**config.mk**
```make
export PLATFORM = sky130hd
export DESIGN_NAME = i2c_xfer_sequencer
export DESIGN_NICKNAME = d
export VERILOG_FILES = /design/src/rtl/i2c_seq_pkg.sv /design/src/rtl/i2c_seq_watchdog.sv /design/src/rtl/i2c_xfer_sequencer.sv
export SDC_FILE = /design/constraint.sdc
export NUM_CORES = 1
export LEC_CHECK = 0
export BUFFER_PORTS_ARGS = -buffer_cell sky130_fd_sc_hd__buf_2
export CORE_MARGIN = 2
export CORE_UTILIZATION = 55
export CTS_CLUSTER_SIZE = 40
export DETAILED_ROUTE_END_ITERATION = 6
export PLACE_DENSITY = 0.8
export SLEW_MARGIN = 10
export SYNTH_ARGS = -nofsm -noshare
export SYNTH_HDL_FRONTEND = slang
export SYNTH_HIERARCHICAL = 1
export SYNTH_SLANG_ARGS = --single-unit
```
**constraint.sdc**
```tcl
create_clock -name clk -period 4.19 [get_ports clk]
set_input_delay 0.2095 -clock clk [delete_from_list [all_inputs] [get_ports clk]]
set_output_delay 0.2095 -clock clk [all_outputs]
set_load 0.02 [all_outputs]
```
**src/rtl/i2c_seq_pkg.sv**
```systemverilog
// i2c_seq_pkg: shared states, error codes and command word for the I2C transfer sequencer
package i2c_seq_pkg;
  typedef enum logic [3:0] {IDLE, ADDR_W, REG, WDATA, ADDR_R, RDATA, STOP_ERR, GAP, RESP} state_t;
  localparam logic [1:0] ERR_OK   = 2'b00;
  localparam logic [1:0] ERR_NACK = 2'b01;
  localparam logic [1:0] ERR_AL   = 2'b10;
  localparam logic [1:0] ERR_TMO  = 2'b11;
  typedef struct packed {
    logic start;
    logic stop;
    logic read;
    logic write;
    logic ack_in;
  } cmd_t;
endpackage

```
**src/rtl/i2c_seq_watchdog.sv**
```systemverilog
// i2c_seq_watchdog: loadable down-counter that pulses expire when a byte command hangs
module i2c_seq_watchdog #(
  parameter int TIMEOUT_CYC = 100000
) (
  input  logic clk,
  input  logic rst,
  input  logic load,
  input  logic clr,
  output logic expire
);
  localparam int W = $clog2(TIMEOUT_CYC + 1);
  logic [W-1:0] cnt_q, cnt_d;
  logic run_q, run_d;
  assign expire = run_q && cnt_q == '0;
  always_comb begin
    run_d = load | (run_q & ~clr & ~expire);
    cnt_d = load ? W'(TIMEOUT_CYC) : (run_q && cnt_q != '0) ? cnt_q - 1'b1 : cnt_q;
  end
  always_ff @(posedge clk) begin
    if (rst) begin
      cnt_q <= '0;
      run_q <= 1'b0;
    end else begin
      cnt_q <= cnt_d;
      run_q <= run_d;
    end
  end
endmodule

```
**src/rtl/i2c_xfer_sequencer.sv**
```systemverilog
// i2c_xfer_sequencer: turns one register-level I2C request into byte-engine commands
module i2c_xfer_sequencer import i2c_seq_pkg::*; #(
  parameter int MAX_LEN     = 8,
  parameter int TIMEOUT_CYC = 100000
) (
  input  logic                     clk,
  input  logic                     rst,
  input  logic                     req_valid,
  output logic                     req_ready,
  input  logic                     req_rnw,
  input  logic [6:0]               req_dev,
  input  logic [7:0]               req_reg,
  input  logic [$clog2(MAX_LEN)-1:0] req_len,
  input  logic [8*MAX_LEN-1:0]     req_wdata,
  output logic                     rsp_valid,
  output logic [1:0]               rsp_err,
  output logic [8*MAX_LEN-1:0]     rsp_rdata,
  output logic                     busy,
  output logic                     bc_start,
  output logic                     bc_stop,
  output logic                     bc_read,
  output logic                     bc_write,
  output logic                     bc_ack_in,
  output logic [7:0]               bc_din,
  input  logic [7:0]               bc_dout,
  input  logic                     bc_cmd_ack,
  input  logic                     bc_ack_out,
  input  logic                     bc_al
);
  localparam int LW = $clog2(MAX_LEN);
  state_t state_q, state_d, nxt_q, nxt_d, tgt;
  cmd_t cmd_q, cmd_d;
  logic [7:0] din_q, din_d, reg_q, reg_d;
  logic [6:0] dev_q, dev_d;
  logic rnw_q, rnw_d;
  logic [LW-1:0] len_q, len_d, cnt_q, cnt_d;
  logic [8*MAX_LEN-1:0] wdata_q, wdata_d, rdata_q, rdata_d;
  logic [1:0] err_q, err_d;
  logic rsp_valid_q, rsp_valid_d, busy_q, busy_d, ready_q, ready_d;
  logic issue, fin, last, nack, wd_expire;
  assign last = cnt_q == len_q;
  assign nack = cmd_q.write & bc_ack_out;
  i2c_seq_watchdog #(.TIMEOUT_CYC(TIMEOUT_CYC)) u_wd (
    .clk    (clk),
    .rst    (rst),
    .load   (issue),
    .clr    (bc_cmd_ack | fin),
    .expire (wd_expire)
  );
  always_comb begin
    state_d = state_q;
    nxt_d = nxt_q;
    cmd_d = cmd_q;
    din_d = din_q;
    rnw_d = rnw_q;
    dev_d = dev_q;
    reg_d = reg_q;
    len_d = len_q;
    cnt_d = cnt_q;
    wdata_d = wdata_q;
    rdata_d = rdata_q;
    err_d = err_q;
    busy_d = busy_q;
    ready_d = ready_q;
    rsp_valid_d = 1'b0;
    issue = 1'b0;
    fin = 1'b0;
    tgt = nxt_q;
    if (state_q == IDLE || state_q == RESP) begin
      state_d = IDLE;
      if (req_valid) begin
        rnw_d = req_rnw;
        dev_d = req_dev;
        reg_d = req_reg;
        len_d = req_len;
        wdata_d = req_wdata;
        rdata_d = '0;
        cnt_d = '0;
        err_d = ERR_OK;
        busy_d = 1'b1;
        ready_d = 1'b0;
        issue = 1'b1;
        tgt = ADDR_W;
      end
    end else if (bc_al || wd_expire) begin
      err_d = bc_al ? ERR_AL : ERR_TMO;
      fin = 1'b1;
    end else if (state_q == GAP) begin
      issue = 1'b1;
    end else if (bc_cmd_ack) begin
      cmd_d = '0;
      din_d = '0;
      state_d = GAP;
      if (state_q == RDATA) rdata_d[cnt_q*8 +: 8] = bc_dout;
      if ((state_q == WDATA || state_q == RDATA) && !last) cnt_d = cnt_q + 1'b1;
      nxt_d = state_q == ADDR_W ? REG : state_q == REG ? (rnw_q ? ADDR_R : WDATA) :
              state_q == ADDR_R ? RDATA : state_q;
      if (nack) begin
        err_d = ERR_NACK;
        nxt_d = STOP_ERR;
      end
      fin = cmd_q.stop;
    end
    if (fin) begin
      state_d = RESP;
      cmd_d = '0;
      din_d = '0;
      rsp_valid_d = 1'b1;
      busy_d = 1'b0;
      ready_d = 1'b1;
    end
    if (issue) begin
      state_d = tgt;
      cmd_d.start = tgt == ADDR_W || tgt == ADDR_R;
      cmd_d.stop = tgt == STOP_ERR || ((tgt == WDATA || tgt == RDATA) && cnt_d == len_d);
      cmd_d.read = tgt == RDATA;
      cmd_d.write = tgt == ADDR_W || tgt == REG || tgt == WDATA || tgt == ADDR_R;
      cmd_d.ack_in = tgt == RDATA && cnt_d == len_d;
      din_d = tgt == ADDR_W ? {dev_d, 1'b0} : tgt == ADDR_R ? {dev_d, 1'b1} :
              tgt == REG ? reg_d : tgt == WDATA ? wdata_d[cnt_d*8 +: 8] : 8'h00;
    end
  end
  always_ff @(posedge clk) begin
    if (rst) begin
      state_q <= IDLE;
      nxt_q <= IDLE;
      cmd_q <= '0;
      din_q <= '0;
      rnw_q <= 1'b0;
      dev_q <= '0;
      reg_q <= '0;
      len_q <= '0;
      cnt_q <= '0;
      wdata_q <= '0;
      rdata_q <= '0;
      err_q <= ERR_OK;
      busy_q <= 1'b0;
      ready_q <= 1'b1;
      rsp_valid_q <= 1'b0;
    end else begin
      state_q <= state_d;
      nxt_q <= nxt_d;
      cmd_q <= cmd_d;
      din_q <= din_d;
      rnw_q <= rnw_d;
      dev_q <= dev_d;
      reg_q <= reg_d;
      len_q <= len_d;
      cnt_q <= cnt_d;
      wdata_q <= wdata_d;
      rdata_q <= rdata_d;
      err_q <= err_d;
      busy_q <= busy_d;
      ready_q <= ready_d;
      rsp_valid_q <= rsp_valid_d;
    end
  end
  assign req_ready = ready_q;
  assign busy = busy_q;
  assign rsp_valid = rsp_valid_q;
  assign rsp_err = err_q;
  assign rsp_rdata = rdata_q;
  assign bc_start = cmd_q.start;
  assign bc_stop = cmd_q.stop;
  assign bc_read = cmd_q.read;
  assign bc_write = cmd_q.write;
  assign bc_ack_in = cmd_q.ack_in;
  assign bc_din = din_q;
endmodule

```
# After elaboration in Yosys (flattened, before gate mapping)
# Cells that the tools add are included.
[classes]
n_reduce_logical = 33
eq_ne = 24
shifts = 3
bitwise_logic = 10
n_addsub = 3
mux = 68
[op_table]
columns = ["cell", "count"]
rows = [
  ["64-bit 2-to-1 mux", 8],
  ["8-bit 2-to-1 mux", 12],
  ["64-bit bitwise mux", 1],
  ["8-bit by 34-bit variable shift with 64-bit output, first input constant", 1],
  ["64-bit by 7-bit indexed part select with 8-bit output", 1],
  ["8-bit by 34-bit indexed part select with 64-bit output", 1],
  ["4-bit 2-to-1 mux", 12],
  ["17-bit 2-to-1 mux", 2],
  ["6-bit negation with 34-bit output", 1],
  ["5-bit 2-to-1 mux", 6],
  ["3-bit 2-to-1 mux", 9],
  ["4-bit by 3-bit equality test with 1-bit output, second input constant", 6],
  ["17-bit zero test", 1],
  ["17-bit nonzero test", 1],
  ["17-bit by 1-bit subtractor with 17-bit output, second input constant", 1],
  ["4-bit by 2-bit equality test with 1-bit output, second input constant", 4],
  ["7-bit 2-to-1 mux", 2],
  ["2-bit 2-to-1 mux", 6],
  ["4-bit AND reduction", 3],
  ["1-bit 2-to-1 mux", 10],
  ["1-bit logical OR", 9],
  ["3-bit by 2-bit != test with 1-bit output, second input constant", 3],
  ["3-bit nonzero test", 3],
  ["4-bit by 1-bit equality test with 1-bit output, second input constant", 2],
  ["18 further kinds", 36],
]
[word_totals]
inputBits = 97
out_inout_bits = 82
reg_bits = 194

# Logic depth before layout (Yosys ltp)
# Gate-level depths: netlist (run 1).
[depth]
depth_word = 14
mapped_depth = 15
depth_no_buf = 13

# Cells and area by module
# The synthesis (run 1) kept the hierarchy.
[by_module_without_submodules]
columns = ["mod", "seq_area_each_um2", "cells_each", "area_each_um2", "instances"]
rows = [
  ["i2c_xfer_sequencer", 3523.4, 978, 7696.1, 1],
  ["i2c_seq_watchdog", 360.3, 127, 1006.0, 1],
]

# Worst setup path after synthesis (run 1)
# No wires, ideal clock.
[synth_timing]
kind = "reg2reg"
from = "reg u_wd.cnt_q[11]"
to = "reg din_q[1] (netlist: bc_din[1])"
setup_ns = 0.125
stages_incl_launch_ff = 12
path_slack_ns = 1.130
arrival_time_ns = 2.935
period_less_slack_ns = 3.060
cell_sequence = "dfxtp_1 -> nor4_1 -> nand3_1 -> nor3_1 -> nor2_1 -> nand4_2 -> nor3_2 -> nor2_2 -> mux4_2 -> and2_1 -> o21ai_0 -> nand3_1"
[synth_between]
elab_chain_cells = 11
word_cells_on_any_way = 21
classes_between = "eq/ne: 3; shift: 1; mux: 12; reduce/logical: 5"
[synth_lines]
columns = ["item", "line_no", "text"]
rows = [
  ["from (decl)", "i2c_seq_watchdog.sv:12", "logic [W-1:0] cnt_q, cnt_d;"],
  ["from (signal assigned)", "i2c_seq_watchdog.sv:24", "cnt_q <= cnt_d;"],
  ["17-bit zero test (*)", "i2c_seq_watchdog.sv:14", "assign expire = run_q && cnt_q == '0;"],
  ["1-bit logical AND (*)", "i2c_seq_watchdog.sv:14", ""],
  ["named net wd_expire", "i2c_xfer_sequencer.sv:40", "logic issue, fin, last, nack, wd_expire;"],
  ["1-bit logical OR (*)", "i2c_xfer_sequencer.sv:85", "end else if (bc_al || wd_expire) begin"],
  ["3-bit 2-to-1 mux", "i2c_xfer_sequencer.sv:85", ""],
  ["3-bit 2-to-1 mux", "i2c_xfer_sequencer.sv:69", "if (state_q == IDLE || state_q == RESP) begin"],
  ["64-bit by 7-bit indexed part select with 8-bit output", "i2c_xfer_sequencer.sv:120", "tgt == REG ? reg_d : tgt == WDATA ? wdata_d[cnt_d*8 +: 8] : 8'h00;"],
  ["8-bit 2-to-1 mux (2 in series)", "i2c_xfer_sequencer.sv:120", ""],
  ["8-bit 2-to-1 mux (2 in series)", "i2c_xfer_sequencer.sv:119", "din_d = tgt == ADDR_W ? {dev_d, 1'b0} : tgt == ADDR_R ? {dev_d, 1'b1} :"],
  ["8-bit 2-to-1 mux", "i2c_xfer_sequencer.sv:112", "if (issue) begin"],
  ["to (signal assigned)", "i2c_xfer_sequencer.sv:144", "din_q <= din_d;"],
  ["to (decl)", "i2c_xfer_sequencer.sv:33", "logic [7:0] din_q, din_d, reg_q, reg_d;"],
]
# Mark *: on every way through the listed nets, which the timed path passes. The rest lies on a longest branch.
# A chain may end at the register's enable or synchronous reset.

# Worst setup path after layout (run 1)
[layout_timing]
from = "reg u_wd.cnt_q[0]"
to = "reg din_q[7] (netlist: bc_din[7])"
# The elaborated chain is that of the path after synthesis.

==> results of run 1 <==
-- path summary, 6_finish.rpt --
check                start          end  cells past startpoint
max          u_wd/cnt_q[0]    bc_din[7]                     13
min             req_reg[6]     reg_q[6]                      3
min reg2reg    wdata_q[33]  wdata_q[33]                      2
max reg2reg  u_wd/cnt_q[0]    bc_din[7]                     13
-- registers in the layout (all words and copies together) (netlist names) --
name and cells:
bc_write 1, bc_start 1, bc_stop 1, wdata_q 64
cnt_q 3, dev_q 7, len_q 3, bc_din 8
rsp_valid 1, bc_read 1, reg_q 8, bc_ack_in 1
u_wd/cnt_q 17, u_wd/run_q 1, req_ready 1, rnw_q 1
state_q 4, rsp_err 2, busy 1, rsp_rdata 64
nxt_q 4
-- logic make-up after synthesis --
family	after synthesis
XOR/XNOR	9
flip-flops	194
adder cells (fa/ha/maj)	4
buffers and inverters	90
AND/OR/NAND/NOR	517
AO/OA/AOI/OAI	268
multiplexers	23
-- per-layer routing --
metal / up-vias / GRT usage, %
li1: 4174 / -
met1: 4057 / 36.5
met5: - / 0
met3: 68 / 5.90
met4: 0 / 12.5
met2: 391 / 47.0
-- timing repair --
item	CTS	global route
gates resized for setup	0	1
endpoints found under the setup margin	0	6
endpoints found under the hold margin	5	0
hold buffers	5	0
-- critical path, delay by kind of cell (launching register included) --
| family | cells | cell delay, ns |
|---|---|---|
| compound gates | 1 | 0.14 |
| fa+ha+maj | 1 | 0.25 |
| mux | 1 | 0.57 |
| buf+inv | 1 | 0.08 |
| flops | 1 | 0.42 |
| simple gates | 9 | 2.16 |
-- through the flow --
step / area (sq um) / instances / hold WS [ns] / worst slack, ns / utilization (%)
after floorplan: 8700 / 1105 / 0.345 / 1.13 / -
after global placement: 9690 / 1432 / 0.437 / 0.516 / 63.3
after detailed placement: 9690 / 1432 / 0.443 / 0.406 / 63.3
after CTS: 10300 / 1469 / 0.000273 / 0.377 / 67.5
after global routing: 10300 / 1469 / 0.00123 / 0.0309 / 67.5
final: 10300 / 1469 / 0.00844 / 0.444 / 67.5
-- power by group --
part / switching, mW / internal, mW
combinational: 0.415 / 0.228
sequential: 0.0829 / 1.94
clock: 0.742 / 0.909
-- layout by cell type, fill, tap and decap left out, drive strengths merged, types with 10 or more instances in the layout --
cell type and instances:
dfxtp 194, buf 195, nand4 23, nor2 125, nand3 31, o21ai 31, mux2i 13, nand2 246
nor3 24, inv 17, a32oi 10, a21oi 122, and2 11, a22oi 55, clkbuf 19, nor4 12
-- cell type report --
| type | instances | area [sq um] | area share, % |
|---|---|---|---|
| Multi-Input combinational cell | 821 | 4460 | 43.1 |
| Sequential cell | 194 | 3880 | 37.6 |
| Timing Repair Buffer | 200 | 1100 | 10.6 |
| Clock buffer | 19 | 443 | 4.29 |
| Tap cell | 211 | 264 | 2.55 |
| Clock inverter | 13 | 148 | 1.43 |
| Inverter | 11 | 41.3 | 0.400 |
==> results.ini, run 1 <==
[outcome]
outcome=complete, no violations

[timing]
finalSetupTns_ns=0
final-setup-viol-count=0
slew_violations=0
fmax_ghz=0.267
min_period_over_period_pct=89.4
finalHoldViolCount=0
rsz0062_at_grt=no
worst_pin_slew_ns=0.980
period_minus_slack_ns=3.75
clock-skew-final_ns=0.0115
timing.slew.headroom_pct=34.6

[floorplanning]
io_pins=179
die_y_um=130
die_w_um=130
die-area_sq_um=16800
num_rows=45
start_util_pct=56.8
core-area_sq_um=15300

[setup_path]
r2r_slack_ns=0.44
cp_max_fo=7
max_stage_delay_ns=0.57
crit_required_ns=4.51
cp_common_cell=nand3_1
critical-path-slowest-cell=mux4_2
crit_type=flop to flop
worst_ep_arrival_time_ns=4.07
startpoint_type=flop
worstSetupEndpointType=flop
cp_cell_sequence=inv_1 -> ha_1 -> nor2b_1 -> nand3_1 -> nor3_1 -> nor2_1 -> nand4_2 -> nor3_2 -> or2_0 -> mux4_2 -> and2_1 -> o21ai_2 -> nand3_1

[synthesis]
synth_compound_area_share_pct=19.4
synth_area_leaders=dfxtp_1 (45%), nand2_1 (11%), a21oi_1 (7.0%)
muxShareOfSynthArea_pct=3.57
synth-xor-area-share_pct=0.906
synth_edf_count=0
ys_seq_area_share_pct=44.6
synth_top_area_share_pct=44.6
synth_top_family_by_area=simple AND/OR/NAND/NOR gates
syn_nets=1206
synthArstFlopShare_pct=0
yosys_most_used_dff=dfxtp_1
synthCells=1105
yosysTopAreaCell=dfxtp_1
synth_fa_ha_area_share_pct=0.575
synth_warnings=6
syn_area_sq_um=8700
yosys.area_share.simple_pct=26.7
synth_most_common_cell=nand2_1
ys_ff_latch=194
synth_cell_types=75
syn_area_per_cell_sq_um=7.88
yosys-top-cells-count=nand2_1 (246), dfxtp_1 (194), nor2_1 (124)

[grt]
grt_pass1_wl_um=38300
grt_max_degree=95
grt_use_total_pct=28.6
antenna_found_initial=0
overflow=0
grt_pass1_vias=7808

[clocking]
cts_num_sinks=194
cts_max_path_buffers=2
tritoncts=built
clk_latency_ns=0.44
cts_max_level=4
root_buffer=clkbuf_16
cts_setup_buffers=0
clk_pin_slew_ns=0.08
cts_buffers=17

[route]
met2_length_um=11600
highest_layer=met4
met3_length_um=1880
drtAntennaViolNets=0
num_vias=8690
viasPerCell=5.92
drtPass1Iterations=6
post_drt_wl_per_cell_um=16.5
drtIter0Drc=794
remaining_drc_errors=0
wl_met1_um=9840
wl_um=24200

[placed_design]
place.gp.congestion=0.898
dp_hpwl_um=17000
portBuffers=178

[final_layout]
final_nets=1346
drive_above_1_share_pct=20.7
nFillCells=1351
antennaDiodeCount=0
areaGrowthSynthToFinish_pct=18.8

[min_path]
hold_class=input port to flop

[power]
power_mw=4.32
peakVddDrop_mv=0.347
p_per_area_nw_per_um2=418
power_leakage_nw=4.21

[flow_run]
drv_cap=0

Note: power is estimated with default switching activity, not from simulation.
==> run 2, diff against run 1 <==
--- a/config.mk
+++ b/config.mk
@@ -5,12 +5,13 @@
 export SDC_FILE = /design/constraint.sdc
 export NUM_CORES = 1
 export LEC_CHECK = 0
+export ABC_AREA = 1
 export BUFFER_PORTS_ARGS = -buffer_cell sky130_fd_sc_hd__buf_2
 export CORE_MARGIN = 2
 export CORE_UTILIZATION = 55
 export CTS_CLUSTER_SIZE = 40
 export DETAILED_ROUTE_END_ITERATION = 6
-export PLACE_DENSITY = 0.8
+export PLACE_DENSITY = 0.79
 export SLEW_MARGIN = 10
 export SYNTH_ARGS = -nofsm -noshare
 export SYNTH_HDL_FRONTEND = slang
==> run 2 against run 1 <==
Power grew 8.3%. Area after synthesis is 9.5% higher. Critical endpoint is now bc_din[3]. Setup slack better by 0.011 ns. First-iteration DRC count down 7.6%. Non-clock buffer count fell by 16. Combinational power is 58% higher. Cell area increased by 6.5%.
==> results.ini, run 2 <==
[outcome]
outcome=complete, no violations  ; unchanged

[final_layout]
final_cell_mix=nand2_1 (361), dfxtp_1 (194), buf_2 (177), inv_1 (146), nor2_1 (138)  ; was nand2_1 (246), dfxtp_1 (194), buf_2 (177), nor2_1 (123), a21oi_1 (121)
drive_above_1_share_pct=19.6  ; was 20.7%
fin_util_pct=64.3  ; was 67.5%
final_nets=1616  ; was 1346
layout_commonest_cell=nand2_1  ; unchanged
areaGrowthSynthToFinish_pct=15.5  ; was 18.8%
final_cells=1755  ; was 1469
nFillCells=1532  ; was 1351

[grt]
grt_pass1_wl_um=42000  ; was 38300 um
grt_pass1_vias=8592  ; was 7808
antenna_found_initial=2  ; was 0
met3_usage_pct=5.80  ; was 5.90%
grt_max_degree=65  ; was 95
met1_usage_pct=38.5  ; was 36.5%
grt_use_met2_pct=45.4  ; was 47.0%
grt_use_total_pct=28.5  ; was 28.6%
top_usage_layer=met2  ; unchanged
overflow=0  ; unchanged

[clocking]
clk_pin_slew_ns=0.08  ; about the same
tritoncts=built  ; unchanged
cts_max_level=4  ; unchanged
cts_setup_buffers=0  ; unchanged
clk_latency_ns=0.44  ; about the same
cts_max_path_buffers=2  ; unchanged
root_buffer=clkbuf_16  ; unchanged
cts_hold_buf=0  ; was 5
cts_resized=0  ; unchanged
cts_num_sinks=194  ; unchanged
cts_buffers=17  ; unchanged

[synthesis]
synthCells=1376  ; was 1105
yosys_most_used_dff=dfxtp_1  ; unchanged
ys_ff_latch=194  ; unchanged
synth_edf_count=0  ; unchanged
yosys-top-cells-count=nand2_1 (361), dfxtp_1 (194), inv_1 (146)  ; was nand2_1 (246), dfxtp_1 (194), nor2_1 (124)
synth_warnings=6  ; unchanged
ys_seq_area_share_pct=40.8  ; was 44.6%
synth_most_common_cell=nand2_1  ; unchanged
synth_cell_types=46  ; was 75
synth_top_area_share_pct=40.8  ; was 44.6%
synth_area_leaders=dfxtp_1 (41%), nand2_1 (14%), a21oi_1 (6.4%)  ; was dfxtp_1 (45%), nand2_1 (11%), a21oi_1 (7.0%)
yosysTopAreaCell=dfxtp_1  ; unchanged
synthArstFlopShare_pct=0  ; unchanged
syn_nets=1477  ; was 1206
syn_area_sq_um=9530  ; was 8700 sq um
syn_area_per_cell_sq_um=6.93  ; was 7.88 sq um

[setup_path]
cp_cell_sequence=inv_1 -> ha_1 -> nand2_2 -> nor2_4 -> nand3_1 -> nor2_1 -> nor2_2 -> nand2_1 -> nor2_8 -> nand3_1 -> nand2_2 -> nand2_2 -> nand2_1 -> nand2_1 -> nand2_1 -> nand3_1 -> nand3_1 -> nand2_1 -> nand2_1 -> a21oi_1  ; was inv_1 -> ha_1 -> nor2b_1 -> nand3_1 -> nor3_1 -> nor2_1 -> nand4_2 -> nor3_2 -> or2_0 -> mux4_2 -> and2_1 -> o21ai_2 -> nand3_1
path_buf_inv=1  ; unchanged
cp_max_fo=34  ; was 7
startpoint=u_wd/cnt_q[0]  ; unchanged
r2r_end=bc_din[3]  ; was bc_din[7]
crit_type=flop to flop  ; unchanged
max_stage_delay_ns=0.54  ; was 0.57 ns
worst_ep_arrival_time_ns=4.04  ; was 4.07 ns
setup.worst_path.end=bc_din[3]  ; was bc_din[7]
r2r_slack_ns=0.45  ; was 0.44 ns
crit_required_ns=4.49  ; was 4.51 ns
cp.depth=20  ; was 13
reg2regPathDepth=20  ; was 13
critical-path-slowest-cell=nand2_2  ; was mux4_2
worstSetupEndpointType=flop  ; unchanged
worstReg2RegStart=u_wd/cnt_q[0]  ; unchanged
startpoint_type=flop  ; unchanged
cp_common_cell=nand2_1  ; was nand3_1
cp_top_family=simple AND/OR/NAND/NOR gates  ; unchanged

[floorplanning]
num_rows=48  ; was 45
start_util_pct=55.7  ; was 56.8%
die_y_um=136  ; was 130 um
core-area_sq_um=17100  ; was 15300 sq um
io_pins=179  ; unchanged
die_w_um=136  ; was 130 um
die-area_sq_um=18400  ; was 16800 sq um

[route]
drtPass1Iterations=5  ; was 6
viasPerCell=5.35  ; was 5.92
drtAntennaViolNets=0  ; unchanged
drtIter0Drc=734  ; was 794
wl_um=25800  ; was 24200 um
post_drt_wl_per_cell_um=14.7  ; was 16.5 um
remaining_drc_errors=0  ; unchanged
num_vias=9387  ; was 8690

[min_path]
hold_class=input port to flop  ; unchanged

[power]
p_per_area_nw_per_um2=425  ; was 418 nW/um^2
seq_power_share_pct=43.5  ; was 46.8%
clockPowerShare_pct=34.8  ; was 38.3%
peakVddDrop_mv=0.287  ; was 0.347 mV
swShare_pct=33.1  ; was 28.7%
p_comb_share_pct=21.8  ; was 14.9%
power_leakage_nw=5.29  ; was 4.21 nW
p_int_mw=3.13  ; was 3.08 mW
power.switching_mw=1.55  ; was 1.24 mW

[timing]
period_minus_slack_ns=3.74  ; was 3.75 ns
finalSetupTns_ns=0  ; unchanged
final-setup-viol-count=0  ; unchanged
finalHoldViolCount=0  ; unchanged
worst_pin_slew_ns=1.04  ; was 0.980 ns
timing.slew.headroom_pct=30.5  ; was 34.6%
slew_violations=0  ; unchanged
clock-skew-final_ns=0.0124  ; was 0.0115 ns
setup_slack_ns=0.454  ; was 0.444 ns
fmax_ghz=0.268  ; was 0.267 GHz
hold_slack_ns=0.0488  ; was 0.00844 ns
rsz0062_at_grt=no  ; unchanged
min_period_over_period_pct=89.2  ; was 89.4%

[placed_design]
place_inst=1721  ; was 1432
place.gp.congestion=0.898  ; about the same
dp_slack_ns=0.605  ; was 0.406 ns
portBuffers=178  ; unchanged
dp_hpwl_um=18300  ; was 17000 um

[flow_run]
drv_cap=0  ; unchanged

-- run 2: cell types whose count changed in the layout (fill, tap and decap cells not counted), sizes merged, moves of 10 or more --
cell   previous run  this run
buf             195       184
nor2            125       150
nand4            23        34
and2             11         0
nand2           246       370
or2               5        39
inv              17       168
a32oi            10         0
nor3             24        12
nor4             12         2
a22oi            55         0
o21a              1        56
nand3            31       104
-- run 2: logic make-up (layout without fill, tap and decap cells) --
group           Yosys count  in the layout  share of synthesized area, %
flops                   194            194                          40.8
fa+ha+maj                 4              4                         0.525
mux                       8              8                         0.840
compound gates          218            218                          13.3
xor+xnor                 12             12                          1.10
buf+inv                 227            379                          10.0
other cells               0              2                             0
simple gates            713            713                          33.4
-- run 2: final cells by class --
type | count | area (sq um) | area share (%)
Clock inverter | 15 | 164 | 1.49
Sequential cell | 194 | 3880 | 35.3
Tap cell | 225 | 282 | 2.56
Timing Repair Buffer | 184 | 938 | 8.52
Antenna cell | 2 | 5.00 | 0.0454
Multi-Input combinational cell | 955 | 4690 | 42.6
Clock buffer | 17 | 425 | 3.86
Inverter | 163 | 621 | 5.64
-- run 2: how the worst min path moves through the flow --
| stage | slack, ns | startpoint | cells after the start | endpoint |
|---|---|---|---|---|
| after global routing | 0.05 | req_wdata[5] | 3 | wdata_q[5] |
| after floorplan | 0.28 | rst | 1 | u_wd/cnt_q[16] |
| final | 0.05 | req_wdata[5] | 3 | wdata_q[5] |
| after global placement | 0.45 | rsp_rdata[47] | 2 | rsp_rdata[47] |
| after CTS | 0.04 | req_wdata[2] | 3 | wdata_q[2] |
| after detailed placement | 0.45 | rsp_rdata[29] | 2 | rsp_rdata[29] |
-- run 2: routing by layer --
metal	share of wire (%)	wire, um
met3	7.5	1930
met1	44	11300
met2	47	12000
met4	2.4	615
met5	0	0
-- run 2: power groups by stage --
stage	sequential [mW]	clock [mW]	combinational [mW]
floorplan	2.08	0	0.744
global placement	2.07	0	0.988
detailed placement	2.07	0	0.996
CTS	2.03	1.65	1.01
global route	2.04	1.72	1.14
finish	2.03	1.63	1.02
-- run 2: tightest hold or removal path, delay by kind of cell --
family                 cells  cell delay (ns)
buffers and inverters      1             0.10
AND/OR/NAND/NOR            1             0.07
AO/OA/AOI/OAI              1             0.06
-- run 2: per-stage QoR --
step	cell area [sq um]	total power, mW
floorplan	9530	2.83
CTS	11000	4.68
global placement	10400	3.06
global route	11000	4.90
finish	11000	4.68
detailed placement	10400	3.07
